## config.mk

```make
export PLATFORM = sky130hd
export DESIGN_NAME = cluster_boot_sequencer
export DESIGN_NICKNAME = d
export VERILOG_FILES = /design/src/rtl/cluster_boot_sequencer.sv
export SDC_FILE = /design/constraint.sdc
export NUM_CORES = 1
export LEC_CHECK = 0
export BUFFER_PORTS_ARGS = -buffer_cell sky130_fd_sc_hd__clkbuf_2
export CAP_MARGIN = 10
export CORE_MARGIN = 1.5
export CORE_UTILIZATION = 40
export CTS_CLUSTER_SIZE = 10
export DETAILED_ROUTE_END_ITERATION = 10
export MAX_ROUTING_LAYER = met4
export PLACE_DENSITY = 0.69
export SLEW_MARGIN = 20
export SYNTH_ARGS = -nofsm -noshare
export SYNTH_HDL_FRONTEND = slang
export SYNTH_SLANG_ARGS = --single-unit
export TNS_END_PERCENT = 10
```

## constraint.sdc

```tcl
create_clock -name clk_i -period 2.8 [get_ports clk_i]
set_input_delay 0.56 -clock clk_i [delete_from_list [all_inputs] [get_ports clk_i]]
set_output_delay 0.56 -clock clk_i [all_outputs]
set_load 0.02 [all_outputs]
```

## src/rtl/cluster_boot_sequencer.sv

```systemverilog
// Host-side boot sequencer: waits BootDelay cycles, writes the entry point to the
// cluster scratch register, then wakes all harts via CLINT set. Optional: SNITCH_BOOT_RETRY_EN.
module cluster_boot_sequencer #(
    parameter int unsigned             NrCores        = 9,
    parameter int unsigned             AddrWidth      = 48,
    parameter int unsigned             BootDelay      = 300,
    parameter logic [AddrWidth-1:0]    ScratchOffset  = AddrWidth'(48'h0004_0180),
    parameter logic [AddrWidth-1:0]    ClintSetOffset = AddrWidth'(48'h0004_0030),
    parameter int unsigned             MaxRetries     = 3
) (
    input  logic                 clk_i,
    input  logic                 rst_i,
    input  logic [AddrWidth-1:0] cluster_base_addr_i,
    input  logic [31:0]          entry_point_i,
    output logic                 req_valid_o,
    input  logic                 req_ready_i,
    output logic [AddrWidth-1:0] req_addr_o,
    output logic [63:0]          req_data_o,
    output logic [7:0]           req_strb_o,
    input  logic                 rsp_valid_i,
    output logic                 rsp_ready_o,
    input  logic [1:0]           rsp_resp_i,
    output logic                 done_o,
    output logic                 err_o
);

    localparam int unsigned BOOT_DLY = (BootDelay == 0) ? 1 : BootDelay;
    localparam int unsigned CNT_W    = $clog2(BOOT_DLY + 1);
    localparam int unsigned RETRY_W  = (MaxRetries < 1) ? 1 : $clog2(MaxRetries + 1);
    localparam logic [31:0] MASK32   = 32'((64'd1 << NrCores) - 64'd1);
`ifdef SNITCH_BOOT_RETRY_EN
    localparam bit          RETRY_EN = 1'b1;
`else
    localparam bit          RETRY_EN = 1'b0;
`endif

    typedef enum logic [2:0] {
        S_WAIT    = 3'd0,
        S_ENT_REQ = 3'd1,
        S_ENT_RSP = 3'd2,
        S_CLI_REQ = 3'd3,
        S_CLI_RSP = 3'd4,
        S_DONE    = 3'd5
    } state_e;

    state_e               r_state, w_state_nxt;
    logic [CNT_W-1:0]     r_cnt, w_cnt_nxt;
    logic [RETRY_W-1:0]   r_retry, w_retry_nxt;
    logic                 r_req_valid, w_req_valid_nxt;
    logic [AddrWidth-1:0] r_req_addr, w_req_addr_nxt;
    logic [63:0]          r_req_data, w_req_data_nxt;
    logic [7:0]           r_req_strb, w_req_strb_nxt;
    logic                 r_rsp_ready, w_rsp_ready_nxt;
    logic                 r_done, w_done_nxt;
    logic                 r_err, w_err_nxt;

    logic [AddrWidth-1:0] w_ent_addr;
    logic [AddrWidth-1:0] w_cli_addr;
    logic                 w_rsp_err;
    logic                 w_retry;

    // Address sums wrap naturally at AddrWidth bits.
    assign w_ent_addr = cluster_base_addr_i + ScratchOffset;
    assign w_cli_addr = cluster_base_addr_i + ClintSetOffset;
    assign w_rsp_err  = (rsp_resp_i == 2'd2) || (rsp_resp_i == 2'd3);
    assign w_retry    = RETRY_EN && w_rsp_err && (r_retry != RETRY_W'(MaxRetries));

    always_comb begin
        w_state_nxt     = r_state;
        w_cnt_nxt       = r_cnt;
        w_retry_nxt     = r_retry;
        w_req_valid_nxt = r_req_valid;
        w_req_addr_nxt  = r_req_addr;
        w_req_data_nxt  = r_req_data;
        w_req_strb_nxt  = r_req_strb;
        w_rsp_ready_nxt = r_rsp_ready;
        w_done_nxt      = r_done;
        w_err_nxt       = r_err;

        case (r_state)
            S_WAIT: begin
                w_cnt_nxt = r_cnt + CNT_W'(1);
                if (r_cnt == CNT_W'(BOOT_DLY - 1)) begin
                    w_state_nxt     = S_ENT_REQ;
                    w_req_valid_nxt = 1'b1;
                    w_req_addr_nxt  = w_ent_addr;
                    w_req_data_nxt  = {entry_point_i, entry_point_i};
                    w_req_strb_nxt  = w_ent_addr[2] ? 8'hF0 : 8'h0F;
                    w_retry_nxt     = '0;
                end
            end
            S_ENT_REQ: begin
                if (req_ready_i) begin
                    w_state_nxt     = S_ENT_RSP;
                    w_req_valid_nxt = 1'b0;
                    w_rsp_ready_nxt = 1'b1;
                end
            end
            S_ENT_RSP: begin
                if (rsp_valid_i) begin
                    w_rsp_ready_nxt = 1'b0;
                    w_req_valid_nxt = 1'b1;
                    if (w_retry) begin
                        // Address/data/strobe registers still hold the original write.
                        w_state_nxt = S_ENT_REQ;
                        w_retry_nxt = r_retry + RETRY_W'(1);
                    end else begin
                        w_state_nxt    = S_CLI_REQ;
                        w_retry_nxt    = '0;
                        w_err_nxt      = r_err | w_rsp_err;
                        w_req_addr_nxt = w_cli_addr;
                        w_req_data_nxt = {MASK32, MASK32};
                        w_req_strb_nxt = w_cli_addr[2] ? 8'hF0 : 8'h0F;
                    end
                end
            end
            S_CLI_REQ: begin
                if (req_ready_i) begin
                    w_state_nxt     = S_CLI_RSP;
                    w_req_valid_nxt = 1'b0;
                    w_rsp_ready_nxt = 1'b1;
                end
            end
            S_CLI_RSP: begin
                if (rsp_valid_i) begin
                    w_rsp_ready_nxt = 1'b0;
                    if (w_retry) begin
                        w_state_nxt     = S_CLI_REQ;
                        w_req_valid_nxt = 1'b1;
                        w_retry_nxt     = r_retry + RETRY_W'(1);
                    end else begin
                        w_state_nxt = S_DONE;
                        w_retry_nxt = '0;
                        w_done_nxt  = 1'b1;
                        w_err_nxt   = r_err | w_rsp_err;
                    end
                end
            end
            S_DONE: begin
                w_state_nxt = S_DONE;
            end
            default: begin
                w_state_nxt = S_WAIT;
            end
        endcase
    end

    always_ff @(posedge clk_i) begin
        if (rst_i) begin
            r_state     <= S_WAIT;
            r_cnt       <= '0;
            r_retry     <= '0;
            r_req_valid <= 1'b0;
            r_req_addr  <= '0;
            r_req_data  <= '0;
            r_req_strb  <= '0;
            r_rsp_ready <= 1'b0;
            r_done      <= 1'b0;
            r_err       <= 1'b0;
        end else begin
            r_state     <= w_state_nxt;
            r_cnt       <= w_cnt_nxt;
            r_retry     <= w_retry_nxt;
            r_req_valid <= w_req_valid_nxt;
            r_req_addr  <= w_req_addr_nxt;
            r_req_data  <= w_req_data_nxt;
            r_req_strb  <= w_req_strb_nxt;
            r_rsp_ready <= w_rsp_ready_nxt;
            r_done      <= w_done_nxt;
            r_err       <= w_err_nxt;
        end
    end

    assign req_valid_o = r_req_valid;
    assign req_addr_o  = r_req_addr;
    assign req_data_o  = r_req_data;
    assign req_strb_o  = r_req_strb;
    assign rsp_ready_o = r_rsp_ready;
    assign done_o      = r_done;
    assign err_o       = r_err;

endmodule

```

=== After elaboration in Yosys (flattened, before gate mapping) ===
Cells that the tools add are included.

* Register bits after elaboration: 136
* Input port bits: 86
* Output and inout port bits: 124
* Logic and storage cells: 65

* Add/subtract/negate cells: 3
* Equality and inequality tests: 15
* Mux-type cells: 24
* Bitwise operators: 1
* Reductions and logical operators: 13

{| class="wikitable"
|+ Operators with widths
! operator !! count
|-
| $mux W64 || 2
|-
| $pmux W64 S2 || 1
|-
| $add A48 B19 Y48 const B || 2
|-
| $mux W48 || 2
|-
| $pmux W48 S2 || 1
|-
| $mux W8 || 4
|-
| $pmux W3 S6 || 1
|-
| $pmux W8 S2 || 1
|-
| $mux W3 || 5
|-
| $ne A2 B2 Y1 const B || 5
|-
| $add A9 B1 Y9 const B || 1
|-
| $eq A9 B9 Y1 const B || 1
|-
| $eq A3 B2 Y1 const B || 2
|-
| $eq A3 B3 Y1 const B || 2
|-
| $reduce_and A3 Y1 || 2
|-
| $mux W1 || 5
|-
| $reduce_and A5 Y1 || 1
|-
| $eq A2 B2 Y1 const B || 2
|-
| $ne A2 B1 Y1 const B || 2
|-
| $reduce_and A2 Y1 || 2
|-
| $reduce_and A4 Y1 || 1
|-
| $reduce_bool A2 Y1 || 2
|-
| $reduce_or A2 Y1 || 2
|-
| $eq A3 B1 Y1 const B || 1
|-
| other kinds (6) || 6
|}

=== Longest topological paths before layout ===
* Depth in word-level cells: 4
* Depth in mapped cells: 9
* Depth with buffers taken out: 7

=== Worst setup path after synthesis ===
OpenSTA, ideal clock, no wires.

* Kind: input to register
* From: input port cluster_base_addr_i[23]
* To: register r_req_addr[47], in the netlist req_addr_o[47]
* Setup time: 91 ps
* Arrival time: 2223 ps
* Data required time: 2709 ps
* Setup slack: 486 ps
* Stages on the path: 6
* Path buffers: 1
* Path through: nand4_1 -> or4_4 -> nand3b_4 -> buf_6 -> or4_1 -> a311oi_1

* Longest elaborated chain between the ends: 3
* Elaborated cells on any way between the ends: 5
* Those cells by class: add/sub (2); mux (3)

{| class="wikitable"
|+ Ends and longest elaborated chain
! what !! RTL line !! RTL
|-
| start: declaration || 13 || <nowiki>input logic [AddrWidth-1:0] cluster_base_addr_i,</nowiki>
|-
| $add A48 B19 Y48 (on tied branches) || 64, 63 ||
|-
| $mux W48 (on tied branches) || 100, 83 ||
|-
| $pmux W48 S2 (*) || 80 || <nowiki>case (r_state)</nowiki>
|-
| end signal: assignment || 165 || <nowiki>r_req_addr <= w_req_addr_nxt;</nowiki>
|-
| end: declaration || 50 || <nowiki>logic [AddrWidth-1:0] r_req_addr, w_req_addr_nxt;</nowiki>
|}

Every way passes the cells marked *; elsewhere a longest branch is shown, timed or not. The select of a mux whose other input is x is not followed.
A chain may end at the register's enable or synchronous reset.

=== Worst setup path after layout ===
* From: register r_state[1]
* To: register r_req_addr[25], in the netlist req_addr_o[25]

* Longest elaborated chain between the ends: 3
* Elaborated cells on any way between the ends: 7
* Those cells by class: eq/ne (3); mux (1); reduce/logical (3)

{| class="wikitable"
|+ Ends and longest elaborated chain
! what !! RTL line !! RTL
|-
| start: declaration || 46 || <nowiki>state_e r_state, w_state_nxt;</nowiki>
|-
| start signal: assignment || 161 || <nowiki>r_state <= w_state_nxt;</nowiki>
|-
| $eq A3 B2 Y1 / $logic_not A3 Y1 (equally long branches) || 80 ||
|-
| $ne A2 B2 Y1 (no source line) / $reduce_bool A2 Y1 (equally long branches) || -- ||
|-
| $reduce_and A3 Y1 (no source line) || -- ||
|}

Several ways; a longest one is shown, not always the timed one.

==> results.txt <==
----------------------------------------------------
[Clock tree]
  Number of gates resized after CTS ... 0
  Buffers inserted during post-CTS setup optimization ... 0
  Number of CTS-inserted buffers ... 9
  TritonCTS clock tree ... yes
  Number of buffers added to fix hold violations after cts ... 0
  Clock root buffer master ... sky130_fd_sc_hd__clkbuf_16
  Clock slew seen by the registers of the worst setup and hold paths ... roughly 70 ps
  Maximum root-to-sink buffer count ... 2
  Clock latency on the worst-skew pair ... 330 ps
  Clk sink count ... 97
  Maximum level of the CTS H-tree ... 3

[Timing]
  Slew of the pin with the lowest slew margin ... 655 ps
  Hold Slack ... around 420 ps
  Slew headroom ... between 50% and 60%
  Total Neg Setup Slack ... 0 ps
  Max Clock Freq ... between 300 and 400 MHz
  Setup repair after global routing missed its margin ... no
  Count of pins over their slew limit ... 0
  Setup violation total in the final timing report ... 0
  Worst-case clock skew ... just over 7 ps
  Final critical-path share of the clock period ... ~90%
  Min Clock Period, post-route ... 2520 ps
  Final hold violation count ... 0

[Pwr]
  Total power after layout ... around 0.0028 W
  Power share of the clock group ... 43.8%
  Gate power share ... 7.1%
  Net switching fraction of the power ... between 20% and 30%
  Share of total power in sequential cells ... a little under 50%
  Leakage ... 2.54 nW
  Worst voltage drop across the vdd grid ... 0.325 mV
  Internal power of the cells ... 0.00219 W
  Power density of the placed cells ... 472 mW/mm2
  Switching Power ... 0.000644 W

[Logic synthesis]
  Post-synth net total ... 662
  Summed instance area of the synthesized netlist ... ~0.0048 mm2
  Most common flop cell mapped by yosys ... sky130_fd_sc_hd__dfxtp_1
  Number of distinct library cell variants in the gate-level netlist after synthesis ... 44
  Number of flops mapped to enable cells by yosys ... 0
  Cell taking the most area after synthesis ... sky130_fd_sc_hd__dfxtp_1
  Sequential share of the synthesized area ... between 40% and 50%
  Synthesized flop and latch total ... 97
  FFs w/ async S/R, synth ... 0%
  Library cell with the highest instance count after synthesis ... sky130_fd_sc_hd__nor2_1
  Largest cells by area after synthesis ... sky130_fd_sc_hd__dfxtp_1, sky130_fd_sc_hd__nor2_1, sky130_fd_sc_hd__buf_4, sky130_fd_sc_hd__a311oi_1, sky130_fd_sc_hd__a22oi_1
  Post-synthesis cell count ... ~570
  Share of the synthesized area in the top cell type ... about two fifths
  Most common library cells after synthesis ... sky130_fd_sc_hd__nor2_1, sky130_fd_sc_hd__dfxtp_1, sky130_fd_sc_hd__buf_4
  Mean instance size in the synthesized netlist ... roughly 8.3 um2
  Yosys Warn Count ... 0

[GRT]
  Number of global-route vias before repair ... 4,257
  Total routing resource utilization after global routing ... 19.7%
  Largest net degree at the start of global routing ... 59
  Wire length of the first global-routing pass ... 19.8 mm
  Residual overflow from global routing ... 0
  Antenna violations before repair ... 0

[Routing]
  Antenna-violating nets left ... 0
  Routed met2 length ... 6.06 mm
  Post-Route WL ... 12.3 mm
  Routed wire length on met3 ... 912 um
  Highest metal layer with signal wires ... met4
  Total number of vias ... 4,604
  Number of vias per cell after detailed routing ... 5.27
  Drt first pass iters ... 8
  Drc violations ... 15
  Sum of routed wire segments on met1 ... 5.23 mm
  Avg WL per Cell ... 14.1 um
  Number of DRC markers after the initial detailed-route iteration ... 168

[Setup path]
  Critical path type ... flip-flop to flip-flop
  Largest incremental delay on the critical path ... 530 ps
  Chain of cells forming the critical path ... nor3b_2, mux2i_4, a21oi_2, buf_4, or4_1, a311oi_1
  Gate family responsible for the most delay along the worst path ... simple AND/OR/NAND/NOR gates
  Peak fanout along the critical path ... 26
  Slowest cell on the critical path ... sky130_fd_sc_hd__or4_1
  Data arrival at the endpoint of the critical path ... 2760 ps
  Combined buffer and inverter count along the critical path ... 1
  Data required time of the worst path ... roughly 3000 ps
  Setup crit end kind ... flip-flop
  Critical path startpoint category ... flip-flop

[Die]
  Core ar. ... 0.0115 mm2
  Number of placement rows ... 39
  Height of the die ... 112 um
  Die outline area ... 0.0126 mm2
  Io pins ... 210
  Initial core utilization ... 41.4%
  Die Width ... between 100 and 150 um

[Place]
  Final Wtd Congestion ... 0.817
  Post-DP HPWL ... 9.06 mm
  Buffers added on ports ... 208

[Cells and area]
  Register Area ... 0.00194 mm2
  Area taken by multi-input logic gates ... 0.00235 mm2
  Synth-to-layout area growth ... 25.7%
  Share of final-layout standard cells stronger than drive strength 1 ... between 30% and 40%
  Filler Cells Inserted ... about 1,100
  Layout net count ... 815
  Fin util ... 52.1%
  Antenna cell count ... 0

[Hold path]
  Path type of the worst min-delay path ... input pin to flip-flop

[Status]
  Violated checks ... DRC
  Outcome ... complete, but fails checks

[Job]
  Maxcap violations ... 0

----------------------------------------------------
-- metal layers --
| metal | GRT usage [%] | vias to the layer above |
|---|---|---|
| li1 | - | 2329 |
| met1 | 22.7 | 2141 |
| met2 | 33.7 | 125 |
| met3 | 5.08 | 9 |
| met4 | 5.74 | 0 |
| met5 | - | - |
-- worst paths after layout --
kind	from	end	slack, ps	depth (start not counted)
min	cluster_base_addr_i[2]	req_strb_o[3]	420	2
min reg2reg	req_addr_o[0]	req_addr_o[0]	450	2
max reg2reg	r_state[1]	req_addr_o[25]	280	6
max	r_state[1]	req_addr_o[25]	280	6
-- cell usage in the layout (no fill, tap or decap), drive strengths merged, types with 9 or more instances in the layout --
cell	n
o21ai	11
a21oi	17
nand4	9
a22oi	23
a211oi	12
o31ai	22
nor2	99
buf	16
clkbuf	217
inv	11
dfxtp	97
or3	10
or4	22
and3	9
nand3	15
a311oi	26
xor2	15
nor3	16
nand2	37
-- final cells by class --
class / count / share of cell area (%)
multi-input cells: 383 / 39.2
flip-flops and latches: 97 / 32.4
repair buffers: 223 / 19.7
clock buffers: 10 / 3.98
well taps: 143 / 2.98
clock inverters: 6 / 1.08
inverters: 11 / 0.688
-- through the flow --
stage | area (um2) | setup slack (ps) | instances
2_1_floorplan | 4770 | 486 | 572
3_3_place_gp | 5700 | 285 | 857
3_5_place_dp | 5700 | 246 | 857
4_1_cts | 6000 | 275 | 873
5_1_grt | 6000 | 181 | 873
6_report | 6000 | 284 | 873
-- flip-flops by register name, indices dropped and copies added, names as in the netlist --
signal       cells
req_addr_o      48
req_data_o      32
r_cnt            9
r_state          3
done_o           1
err_o            1
req_strb_o       1
req_valid_o      1
rsp_ready_o      1
-- power groups by stage --
stage                     clock network [W]  registers [W]  logic (W)
final                               0.00124        0.00139   0.000202
after global routing                0.00134        0.00139   0.000227
after CTS                           0.00128        0.00139   0.000203
after detailed placement                  0        0.00142   0.000202
after global placement                    0        0.00142   0.000195
after floorplan                           0        0.00142  0.0000933
-- worst register-to-register path, stage by stage, from the launching register on --
cell and delay [ps]:
sky130_fd_sc_hd__dfxtp_1 490, sky130_fd_sc_hd__nor3b_2 420, sky130_fd_sc_hd__mux2i_4 400, sky130_fd_sc_hd__a21oi_2 90
sky130_fd_sc_hd__buf_4 230, sky130_fd_sc_hd__or4_1 540, sky130_fd_sc_hd__a311oi_1 260
-- kinds of logic (layout without fill, tap and decap cells) --
group / after synthesis / after routing / synth area share (%)
mux: 4 / 4 / 1.10
compound gates: 118 / 118 / 17.9
flops: 97 / 97 / 40.7
fa+ha+maj: 4 / 4 / 1.05
buf+inv: 92 / 250 / 10.7
simple gates: 236 / 236 / 24.6
xor+xnor: 21 / 21 / 3.85
Note: power is estimated with default switching activity, not from simulation.
